`src/rtl/axis_vis_serialise_if.sv`:
```
// Visibility-in / byte-out stream bundle for axis_vis_serialise; slave is the serialiser's view.
interface axis_vis_serialise_if #(
  parameter int WIDTH = 32,
  parameter int CBITS = 16
);
  logic             s_tvalid_i;
  logic             s_tready_o;
  logic             s_tlast_i;
  logic [WIDTH-1:0] s_tre_i;
  logic [WIDTH-1:0] s_tim_i;
  logic             m_tvalid_o;
  logic             m_tready_i;
  logic             m_tlast_o;
  logic [7:0]       m_tdata_o;
  logic             short_o;
  logic             long_o;
  logic [CBITS-1:0] count_o;

  modport slave (
    input  s_tvalid_i, s_tlast_i, s_tre_i, s_tim_i, m_tready_i,
    output s_tready_o, m_tvalid_o, m_tlast_o, m_tdata_o, short_o, long_o, count_o
  );

  modport master (
    output s_tvalid_i, s_tlast_i, s_tre_i, s_tim_i, m_tready_i,
    input  s_tready_o, m_tvalid_o, m_tlast_o, m_tdata_o, short_o, long_o, count_o
  );
endinterface

```
`src/rtl/axis_vis_serialise.sv`:
```
// Serialises re/im visibility words into an AXIS byte stream with frame tlast; first byte 1 cycle after accept.
// Backpressure: output held while valid && !ready; a new word is taken on the last byte's handshake, so no bubbles.
module axis_vis_serialise #(
  parameter int WIDTH      = 32,
  parameter int MSB_FIRST  = 1,
  parameter int IMAG_FIRST = 0,
  parameter int COUNT      = 36,
  parameter int CBITS      = 16
) (
  input  logic                 clock,
  input  logic                 reset,
  axis_vis_serialise_if.slave  bus
);
  localparam int NC = WIDTH / 8;
  localparam int NB = 2 * NC;
  localparam int IW = $clog2(NB);
  localparam bit FRAMED = (COUNT != 0);
  localparam logic [CBITS-1:0] CLAST = CBITS'((COUNT == 0) ? 0 : COUNT - 1);

  localparam logic [0:0] EMPTY = 1'b0;
  localparam logic [0:0] SHIFT = 1'b1;

  logic [0:0]         state;
  logic [2*WIDTH-1:0] sreg;
  logic [IW-1:0]      idx;
  logic               last_word;
  logic [CBITS-1:0]   cnt;
  logic               short_q;
  logic               long_q;

  logic [WIDTH-1:0]   first_c;
  logic [WIDTH-1:0]   second_c;
  logic [2*WIDTH-1:0] load;
  logic               last_byte;
  logic               s_rdy;
  logic               accept;
  logic               at_limit;
  logic               frame_last;

  // Reorder once at load time so the outgoing byte is always sreg[7:0].
  always_comb begin
    first_c  = (IMAG_FIRST != 0) ? bus.s_tim_i : bus.s_tre_i;
    second_c = (IMAG_FIRST != 0) ? bus.s_tre_i : bus.s_tim_i;
    load     = '0;
    for (int k = 0; k < NC; k++) begin
      if (MSB_FIRST != 0) begin
        load[8*k +: 8]      = first_c[WIDTH-1-8*k -: 8];
        load[8*(k+NC) +: 8] = second_c[WIDTH-1-8*k -: 8];
      end else begin
        load[8*k +: 8]      = first_c[8*k +: 8];
        load[8*(k+NC) +: 8] = second_c[8*k +: 8];
      end
    end
  end

  assign last_byte  = (idx == IW'(NB - 1));
  assign s_rdy      = !reset && ((state == EMPTY) || (last_byte && bus.m_tready_i));
  assign accept     = bus.s_tvalid_i && s_rdy;
  assign at_limit   = FRAMED && (cnt == CLAST);
  assign frame_last = bus.s_tlast_i || at_limit;

  always_ff @(posedge clock) begin
    if (reset) begin
      state     <= EMPTY;
      sreg      <= '0;
      idx       <= '0;
      last_word <= 1'b0;
      cnt       <= '0;
      short_q   <= 1'b0;
      long_q    <= 1'b0;
    end else begin
      short_q <= 1'b0;
      long_q  <= 1'b0;
      if (accept) begin
        state     <= SHIFT;
        sreg      <= load;
        idx       <= '0;
        last_word <= frame_last;
        cnt       <= frame_last ? '0 : cnt + CBITS'(1);
        short_q   <= FRAMED && bus.s_tlast_i && (cnt < CLAST);
        long_q    <= at_limit && !bus.s_tlast_i;
      end else if (state == SHIFT && bus.m_tready_i) begin
        if (last_byte) begin
          state <= EMPTY;
        end else begin
          sreg <= sreg >> 8;
          idx  <= idx + IW'(1);
        end
      end
    end
  end

  assign bus.s_tready_o = s_rdy;
  assign bus.m_tvalid_o = (state == SHIFT);
  assign bus.m_tlast_o  = (state == SHIFT) && last_byte && last_word;
  assign bus.m_tdata_o  = sreg[7:0];
  assign bus.short_o    = short_q;
  assign bus.long_o     = long_q;
  assign bus.count_o    = cnt;
endmodule
```
`src/flat_wrapper.sv`:
```
// flat-port wrapper written by rule: the top's interface ports become plain ports
module axis_vis_serialise_flat 
#(
  parameter int WIDTH      = 32,
  parameter int MSB_FIRST  = 1,
  parameter int IMAG_FIRST = 0,
  parameter int COUNT      = 36,
  parameter int CBITS      = 16
)
  (clock, reset, bus_s_tvalid_i, bus_s_tlast_i, bus_s_tre_i, bus_s_tim_i, bus_m_tready_i, bus_s_tready_o, bus_m_tvalid_o, bus_m_tlast_o, bus_m_tdata_o, bus_short_o, bus_long_o, bus_count_o);
  axis_vis_serialise_if #(.WIDTH(WIDTH), .CBITS(CBITS)) bus_i ();
  input  logic clock;
  input  logic reset;
  input wire logic [$bits(bus_i.s_tvalid_i)-1:0] bus_s_tvalid_i;
  input wire logic [$bits(bus_i.s_tlast_i)-1:0] bus_s_tlast_i;
  input wire logic [$bits(bus_i.s_tre_i)-1:0] bus_s_tre_i;
  input wire logic [$bits(bus_i.s_tim_i)-1:0] bus_s_tim_i;
  input wire logic [$bits(bus_i.m_tready_i)-1:0] bus_m_tready_i;
  output wire logic [$bits(bus_i.s_tready_o)-1:0] bus_s_tready_o;
  output wire logic [$bits(bus_i.m_tvalid_o)-1:0] bus_m_tvalid_o;
  output wire logic [$bits(bus_i.m_tlast_o)-1:0] bus_m_tlast_o;
  output wire logic [$bits(bus_i.m_tdata_o)-1:0] bus_m_tdata_o;
  output wire logic [$bits(bus_i.short_o)-1:0] bus_short_o;
  output wire logic [$bits(bus_i.long_o)-1:0] bus_long_o;
  output wire logic [$bits(bus_i.count_o)-1:0] bus_count_o;
  assign bus_i.s_tvalid_i = bus_s_tvalid_i;
  assign bus_i.s_tlast_i = bus_s_tlast_i;
  assign bus_i.s_tre_i = bus_s_tre_i;
  assign bus_i.s_tim_i = bus_s_tim_i;
  assign bus_i.m_tready_i = bus_m_tready_i;
  assign bus_s_tready_o = bus_i.s_tready_o;
  assign bus_m_tvalid_o = bus_i.m_tvalid_o;
  assign bus_m_tlast_o = bus_i.m_tlast_o;
  assign bus_m_tdata_o = bus_i.m_tdata_o;
  assign bus_short_o = bus_i.short_o;
  assign bus_long_o = bus_i.long_o;
  assign bus_count_o = bus_i.count_o;
  axis_vis_serialise #(.WIDTH(WIDTH), .MSB_FIRST(MSB_FIRST), .IMAG_FIRST(IMAG_FIRST), .COUNT(COUNT), .CBITS(CBITS)) u_core (.clock(clock), .reset(reset), .bus(bus_i));
endmodule
```
`config.mk`:
```
export PLATFORM = sky130hd
export DESIGN_NAME = axis_vis_serialise_flat
export DESIGN_NICKNAME = d
export VERILOG_FILES = /design/src/rtl/axis_vis_serialise_if.sv /design/src/rtl/axis_vis_serialise.sv /design/src/flat_wrapper.sv
export SDC_FILE = /design/constraint.sdc
export NUM_CORES = 1
export LEC_CHECK = 0
export BUFFER_PORTS_ARGS = -buffer_cell sky130_fd_sc_hd__buf_2
export CAP_MARGIN = 20
export CORE_MARGIN = 2
export CORE_UTILIZATION = 39
export DETAILED_ROUTE_END_ITERATION = 12
export HOLD_SLACK_MARGIN = 0.08
export SLEW_MARGIN = 10
export SYNTH_ARGS = -nofsm -noshare
export SYNTH_HDL_FRONTEND = slang
export SYNTH_SLANG_ARGS = --single-unit
```
`constraint.sdc`:
```
create_clock -name clock -period 2.05 [get_ports clock]
set_input_delay 0 -clock clock [delete_from_list [all_inputs] [get_ports clock]]
set_output_delay 0 -clock clock [all_outputs]
set_load 0.02 [all_outputs]
```
# Word level (Yosys, flattened, before mapping)
# Index checks and enable logic that the tools add are counted.
word_totals:
  word_cells: 42
  ff_bits: 87
classes:
  eq_ne: 3
  n_reduce_logical: 19
  n_mux: 7
  n_lt_le_gt_ge: 1
  bitwise_logic: 3
  addsub: 2
op_table:
  columns: ["op", "count"]
  rows:
  - ["$mux W64", 3]
  - ["$add A16 B1 Y16 const B", 1]
  - ["$eq A16 B6 Y1 const B", 1]
  - ["$lt A16 B6 Y1 const B", 1]
  - ["$mux W16", 1]
  - ["$logic_and A1 B1 Y1", 8]
  - ["$reduce_and A2 Y1", 3]
  - ["$reduce_bool A2 Y1", 2]
  - ["$reduce_or A2 Y1", 2]
  - ["$add A3 B1 Y3 const B", 1]
  - ["$eq A3 B3 Y1 const B", 1]
  - ["$mux W1", 3]
  - ["$not A1 Y1", 3]
  - ["$logic_not A1 Y1", 2]
  - ["$logic_or A1 B1 Y1", 2]
  - ["$ne A2 B2 Y1 const B", 1]

# Depth between registers and ports, before layout
# Gate-level depths: netlist of run 1.
depth:
  ltp_word: 7
  ltp_mapped: 8
  mapped_depth_nobuf: 6

# Worst setup path before layout of run 1
# Ideal clock, no wire load.
synth_timing:
  kind: "flip-flop to flip-flop"
  from: "register u_core.idx[0]"
  to: "register u_core.cnt[13] (netlist: u_core.bus.count_o[13])"
  t_arrival_ns: 2.011
  required_ns: 1.984
  path_slack_ns: -0.027
  stages_incl_launch_ff: 8
  n_path_buf: 1
  cell_sequence: "dfxtp_1 > ha_1 > ha_1 > a21boi_2 > or4_4 > buf_6 > or4_4 > a21oi_2"
synth_via:
  elab_chain_len: 5
synth_lines:
  columns: ["item", "line", "text"]
  rows:
  - ["start, declared", "axis_vis_serialise.sv:25", "logic [IW-1:0] idx;"]
  - ["start signal, assigned", "axis_vis_serialise.sv:87", "idx <= idx + IW'(1);"]
  - ["$eq A3 B3 Y1", "axis_vis_serialise.sv:56", "assign last_byte = (idx == IW'(NB - 1));"]
  - ["$logic_and A1 B1 Y1", "axis_vis_serialise.sv:57", "assign s_rdy = !reset && ((state == EMPTY) || (last_byte && bus.m_tready_i));"]
  - ["$logic_or A1 B1 Y1", "axis_vis_serialise.sv:57", null]
  - ["$logic_and A1 B1 Y1", "axis_vis_serialise.sv:57", null]
  - ["$logic_and A1 B1 Y1", "axis_vis_serialise.sv:58", "assign accept = bus.s_tvalid_i && s_rdy;"]
  - ["end signal, assigned", "axis_vis_serialise.sv:79", "cnt <= frame_last ? '0 : cnt + CBITS'(1);"]
  - ["end, declared", "axis_vis_serialise.sv:27", "logic [CBITS-1:0] cnt;"]
# Every way passes these cells.
# A chain may end at the register's enable or synchronous reset.

# Worst setup path after layout of run 1
layout_timing:
  from: "register u_core.idx[0]"
  to: "register u_core.cnt[7] (netlist: u_core.bus.count_o[7])"
# The elaborated chain is that of the path after synthesis.

==> results of run 1 <==
how the worst max path moves through the flow:
stage	start	endpoint	cells past startpoint
2_1_floorplan	u_core.idx[0]	u_core.bus.count_o[13]	7
3_3_place_gp	u_core.idx[0]	u_core.bus.count_o[15]	6
3_5_place_dp	u_core.idx[0]	u_core.bus.count_o[7]	7
4_1_cts	u_core.idx[0]	u_core.bus.count_o[7]	7
5_1_grt	u_core.idx[0]	u_core.bus.count_o[12]	7
6_report	u_core.idx[0]	u_core.bus.count_o[7]	7
metal layers:
layer  up-vias  GRT usage (%)  part of all wire, %
met5         -              0                    0
met1      1723           25.4                   44
li1       1855              -                    -
met2        93           34.6                   49
met3        24           3.74                  4.0
met4         0           8.94                  2.9
state kept, by name, summed over array words and instances, names as in the netlist:
| name | flops |
|---|---|
| u_core.bus.long_o | 1 |
| u_core.bus.count_o | 16 |
| u_core.idx | 3 |
| u_core.last_word | 1 |
| u_core.bus.m_tvalid_o | 1 |
| u_core.bus.short_o | 1 |
| u_core.sreg | 64 |
metrics by stage:
step / util [%] / setup WS, ps / total power (uW) / TNS [ps] / instances
floorplan: - / 25.1 / 2050 / 0 / 440
CTS: 55.9 / 10.0 / 3440 / 0 / 702
detailed placement: 46.7 / -24.8 / 2220 / -41.8 / 621
finish: 56.0 / 56.3 / 3410 / 0 / 703
global placement: 46.7 / 56.3 / 2210 / 0 / 621
global route: 56.0 / 5.83 / 3570 / 0 / 703
cells by family after synthesis:
logic type / count (synthesis)
AOI/OAI and AO/OA: 132
xor gates and xnor gates: 7
adders and majority gates: 3
buffers and inverters: 43
DFF: 87
and+or+nand+nor: 168
final cells by class:
cell class                 count  share of cell area, %
inverter                       2                  0.146
sequential                    87                   33.8
clock buffer                  11                   2.55
timing repair buffer         178                   25.6
tap                          111                   2.69
multi-input combinational    310                   34.2
clock inverter                 4                  0.923
critical path, stage by stage (launching register included):
cell	delay, ps
dfxtp_2	350
ha_2	190
ha_4	160
a21boi_4	60
or4_4	560
buf_4	170
or3_1	310
a21oi_1	140
cell usage in the layout, fill, tap and decap left out, types with 3 or more instances in the layout:
master / n
nor4_1: 3
or3_1: 8
a21oi_1: 57
nand2_1: 92
buf_12: 5
dfxtp_1: 85
nor2_1: 32
nand3_1: 12
xnor2_1: 7
a311oi_1: 16
clkbuf_8: 9
a22oi_1: 40
buf_4: 10
buf_2: 97
nand3b_1: 3
dlygate4sd3_1: 66
or4_1: 3
o21ai_0: 8
power by group:
part / switching, uW / internal [uW]
Clock: 582 / 554
Sequential: 37.2 / 1760
Combinational: 242 / 240
Total: 861 / 2550
timing repair:
action	4_1_cts	5_1_grt
pin swaps	0	3
hold endpoints to repair	69	0
setup buffers	0	1
endpoints found under the setup margin	3	5
hold buffers	66	0
resized for setup	2	2
==> run_results.csv, run 1 <==
group,metric,value,unit
status,status,"finished, final reports clean",
drt,drc,0,
synth,synth.most_common_cell,"nand2_1",
sta,hold_ws,187,ps
critical_path,crit_required,2330,ps
die,dieArea,10200,sq um
sta,fin_worst_skew,12.6,ps
sta,fin_crit,1990,ps
placed_design,port_buffers,97,
synth,synth_fa_ha_area_share,1.02,%
critical_path,end_kind,"flop",
grt,grt_max_degree,60,
placed_design,place_area,4300,sq um
drt,viasPerCell,5.26,
placed_design,gp_congestion,0.752,
synth,synthDistinctLibCells,38,
power_and_ir_drop,leakage,0.00201,uW
grt,grt_pass1_wl,16.8,mm
clock_network,htreeDepth,3,
sta,relSlewSlack,72.6,%
critical_path,r2r-start,"u_core.idx[0]",
layout,syn2layout_area_growth,40.6,%
synth,synth_xor_area_share,1.67,%
synth,yosysSeqAreaShare,47.5,%
clock_network,worstSkewPairLatency,350,ps
drt,dr.pass1.iters,4,
grt,grtUsageTotal,20.5,%
synth,yosysTopAreaCell,"dfxtp_1",
clock_network,cts_buffers,9,
critical_path,critPathLaunchType,"flop",
worst_hold_path,hold_class,"in2reg",
critical_path,path_class,"reg2reg",
grt,grt_overflow,0,
synth,synth_compound_area_share,23.3,%
power_and_ir_drop,p_per_area,663,nW/um^2
clock_network,cts_tree,"built",
synth,syn-num-nets,512,
worst_hold_path,hold_end,"u_core.bus.m_tvalid_o",
layout,finalInstanceArea,5150,sq um
sta,fin_crit_sh,97.3,%
critical_path,reg2reg_depth,7,
layout,n_fill_cell,860,
synth,ys.flop_type,"dfxtp_1",
die,die_h,101,microns
synth,ys_ff_latch,87,
synth,ys_top_cells_by_area,"dfxtp_1 (48%), nand2_1 (9.4%), a22oi_1 (8.2%)",
critical_path,worstPathMaxFanout,8,
layout,nets,660,
power_and_ir_drop,vdd_ir_drop_max,0.000549,V
synth,yosys_warnings,0,
grt,grt_pass1_vias,3623,
synth,syn_avg_cell_area,8.33,sq um
die,core_area,9200,sq um
worst_hold_path,hold_start,"reset",
synth,synth_commonest_cells,"nand2_1 (92), dfxtp_1 (87), a21oi_1 (59), a22oi_1 (40), nor2_1 (33)",
sta,hold_violations,0,
clock_network,max-clock-path-buffers,2,
synth,synthArstFlopShare,0,%
layout,layout-drive-gt1-share,23.5,%
sta,worst_pin_slew,411,ps
drt,wl,10.1,mm
critical_path,r2r-end,"u_core.bus.count_o[7]",
drt,antenna_left,0,
grt,antenna_found_initial,0,
synth,yosys.area.top_type_share,47.5,%
critical_path,cp.arrival,2280,ps
clock_network,cts.clk_slew.worst_paths,90,ps
sta,max_clock_freq,502,MHz
die,initial_core_util,39.9,%
synth,synth_area,3670,sq um
flow_run,drv_cap,0,
worst_hold_path,hold_depth,3,
die,io_pins,98,
synth,synth.area.mux_share,0,%
layout,antenna_cells,0,
drt,drtIter0Drc,177,
drt,avgRoutedWirePerCell,14.4,microns
clock_network,cts.sinks,87,
synth,synth_edf_count,0,
layout,multi_input_area,1760,sq um
critical_path,r2r_slack,60,ps
synth,synth-simple-area-share,20.8,%
sta,setup_viol,0,
sta,rsz0062_at_grt,"no",
layout,area.sequential,1740,sq um
die,std_cell_rows,35,
placed_design,dp_hpwl,6.33,mm
sta,maxSlewViolCount,0,
synth,syn_inst,440,
die,die_width,101,microns
synth,synth_top_family_by_area,"compound AO/OA/AOI/OAI gates",
drt,via_count,3695,
clock_network,root_buffer,"clkbuf_8",
No activity file was read; power rests on OpenSTA's default activity.
==> inputs of run 2 (changes only) <==
--- a/config.mk
+++ b/config.mk
@@ -5,8 +5,10 @@
 export SDC_FILE = /design/constraint.sdc
 export NUM_CORES = 1
 export LEC_CHECK = 0
+export ABC_AREA = 1
 export BUFFER_PORTS_ARGS = -buffer_cell sky130_fd_sc_hd__buf_2
 export CAP_MARGIN = 20
+export CORE_ASPECT_RATIO = 2
 export CORE_MARGIN = 2
 export CORE_UTILIZATION = 39
 export DETAILED_ROUTE_END_ITERATION = 12
==> run_results.csv, run 2 <==
group,metric,value,unit
clock_network,cts.sinks,87,
clock_network,post_cts_buffers,0,
sta,max_clock_freq,567,MHz
die,initial_core_util,39.6,%
grt,grt_pass1_wl,16.7,mm
synth,syn_inst,555,
drt,dr.pass1.iters,6,
critical_path,end_kind,"flop",
layout,syn2layout_area_growth,38.8,%
die,std_cell_rows,52,
clock_network,cts_resized,0,
layout,final_cell_mix,"nand2_1 (175), buf_2 (97), dfxtp_1 (87)",
clock_network,cts_buffers,9,
drt,avgRoutedWirePerCell,12.4,microns
clock_network,htreeDepth,3,
placed_design,pre_cts_ws,280,ps
sta,relSlewSlack,70.8,%
synth,synthArstFlopShare,0,%
synth,ys_ff_latch,87,
placed_design,port_buffers,97,
synth,yosysTopAreaCell,"dfxtp_1",
synth,syn_avg_cell_area,7.10,sq um
layout,largest_reg_flops,64,
clock_network,cts_hold_buf,66,
synth,synth_commonest_cells,"nand2_1 (175), dfxtp_1 (87), a21oi_1 (70), nor2_1 (60), inv_1 (37)",
power_and_ir_drop,leakage,0.00239,uW
sta,fin_crit_sh,86.0,%
critical_path,path_cells,"ha_1, ha_1, nand2_1, nand2_1, nand3_2, nand2_1, nand2_1, inv_1, nor2_1",
sta,hold_violations,0,
clock_network,cts.clk_slew.worst_paths,60,ps
sta,timing.setup.tns,0,ps
placed_design,dp_hpwl,6.48,mm
drt,drc,0,
critical_path,cp.arrival,2040,ps
layout,mostFrequentLayoutCell,"nand2_1",
status,status,"finished, final reports clean",
placed_design,gp_congestion,0.826,
critical_path,worstPathMaxFanout,11,
synth,yosysSeqAreaShare,44.2,%
grt,grt_overflow,0,
synth,yosys_warnings,0,
power_and_ir_drop,p_per_area,722,nW/um^2
die,die_h,146,microns
sta,rsz0062_at_grt,"no",
die,dieArea,11000,sq um
grt,grtUsageTotal,19.6,%
synth,synth.most_common_cell,"nand2_1",
drt,antenna_left,0,
flow_run,drv_cap,0,
synth,ys_top_cells_by_area,"dfxtp_1 (44%), nand2_1 (17%), a21oi_1 (8.9%)",
die,io_pins,98,
die,core_area,9950,sq um
drt,wl,10.4,mm
sta,fin_crit,1760,ps
power_and_ir_drop,vdd_ir_drop_max,0.000632,V
clock_network,max-clock-path-buffers,2,
sta,worst_pin_slew,438,ps
grt,grt_max_degree,59,
drt,drtIter0Drc,150,
synth,ys.flop_type,"dfxtp_1",
clock_network,root_buffer,"clkbuf_16",
layout,antenna_cells,0,
critical_path,critPathMaxStageDelay,320,ps
grt,antenna_found_initial,0,
critical_path,critical_path.most_common_cell,"nand2_1",
clock_network,cts_tree,"built",
layout,largest_register,"u_core.sreg",
critical_path,path_class,"reg2reg",
grt,grt_pass1_vias,3712,
critical_path,critPathLaunchType,"flop",
sta,setup_viol,0,
layout,nets,775,
layout,layout-drive-gt1-share,18.8,%
critical_path,cp_slowest_cell,"dfxtp_1",
drt,via_count,3925,
sta,fin_worst_skew,7.65,ps
sta,maxSlewViolCount,0,
synth,syn-num-nets,627,
synth,yosys.area.top_type_share,44.2,%
drt,viasPerCell,4.66,
die,die_width,75.1,microns
sta,setup_ws,288,ps
critical_path,crit_required,2330,ps
worst_hold_path,hold_class,"in2reg",
synth,synth_area,3940,sq um
synth,synthDistinctLibCells,26,
synth,synth_edf_count,0,
clock_network,worstSkewPairLatency,340,ps
==> run 2: metrics by stage <==
stage / utilization [%] / area (sq um) / cells / total power, uW / hold slack [ps]
final: 55.0 / 5470 / 843 / 3950 / 93.0
after global routing: 55.0 / 5470 / 843 / 4110 / 147
after CTS: 55.0 / 5470 / 843 / 4000 / 90.9
after detailed placement: 45.2 / 4500 / 761 / 2210 / 261
after global placement: 45.2 / 4500 / 761 / 2210 / 259
after floorplan: - / 3940 / 555 / 2070 / 79.3
==> run 2: logic make-up after synthesis <==
family | count (synthesis) | share of synthesized area [%]
xor+xnor | 5 | 1.11
flops | 87 | 44.2
buf+inv | 77 | 9.49
simple gates | 254 | 25.3
compound gates | 129 | 19.0
fa+ha+maj | 3 | 0.952
==> run 2: per-layer routing <==
| layer | GRT usage [%] | vias up | routed length (microns) |
|---|---|---|---|
| met1 | 24.3 | 1757 | 4550 |
| met3 | 3.73 | 9 | 459 |
| met2 | 32.5 | 99 | 5250 |
| met5 | 0 | - | 0 |
| met4 | 7.86 | 0 | 197 |
| li1 | - | 2060 | - |
==> run 2: worst max-delay path, delay by kind of cell (launching register included) <==
kind                     cells  cell delay (ps)
adder cells (fa/ha/maj)      2              390
AND/OR/NAND/NOR              6              840
buffers and inverters        1              160
flip-flops                   1              320
==> run 2: area by class of cell <==
cell class	count	area [sq um]
fillers	977	4480
multi-input cells	391	1830
flip-flops and latches	87	1740
repair buffers	173	1270
clock buffers	10	239
well taps	135	169
inverters	41	156
clock inverters	6	67.6
==> run 2: report_power, final <==
part,internal [uW],switching (uW)
clock network,984,690
registers,1760,38.5
logic,233,241
==> run 2: path summary, 6_finish.rpt <==
check / from / end / slack, ps / cells past startpoint
setup / recovery: u_core.idx[0] / u_core.bus.count_o[5] / 290 / 9
hold / removal: bus_s_tre_i[8] / u_core.sreg[16] / 90 / 5
setup reg to reg: u_core.idx[0] / u_core.bus.count_o[5] / 290 / 9
hold reg to reg: u_core.sreg[45] / u_core.sreg[45] / 460 / 2
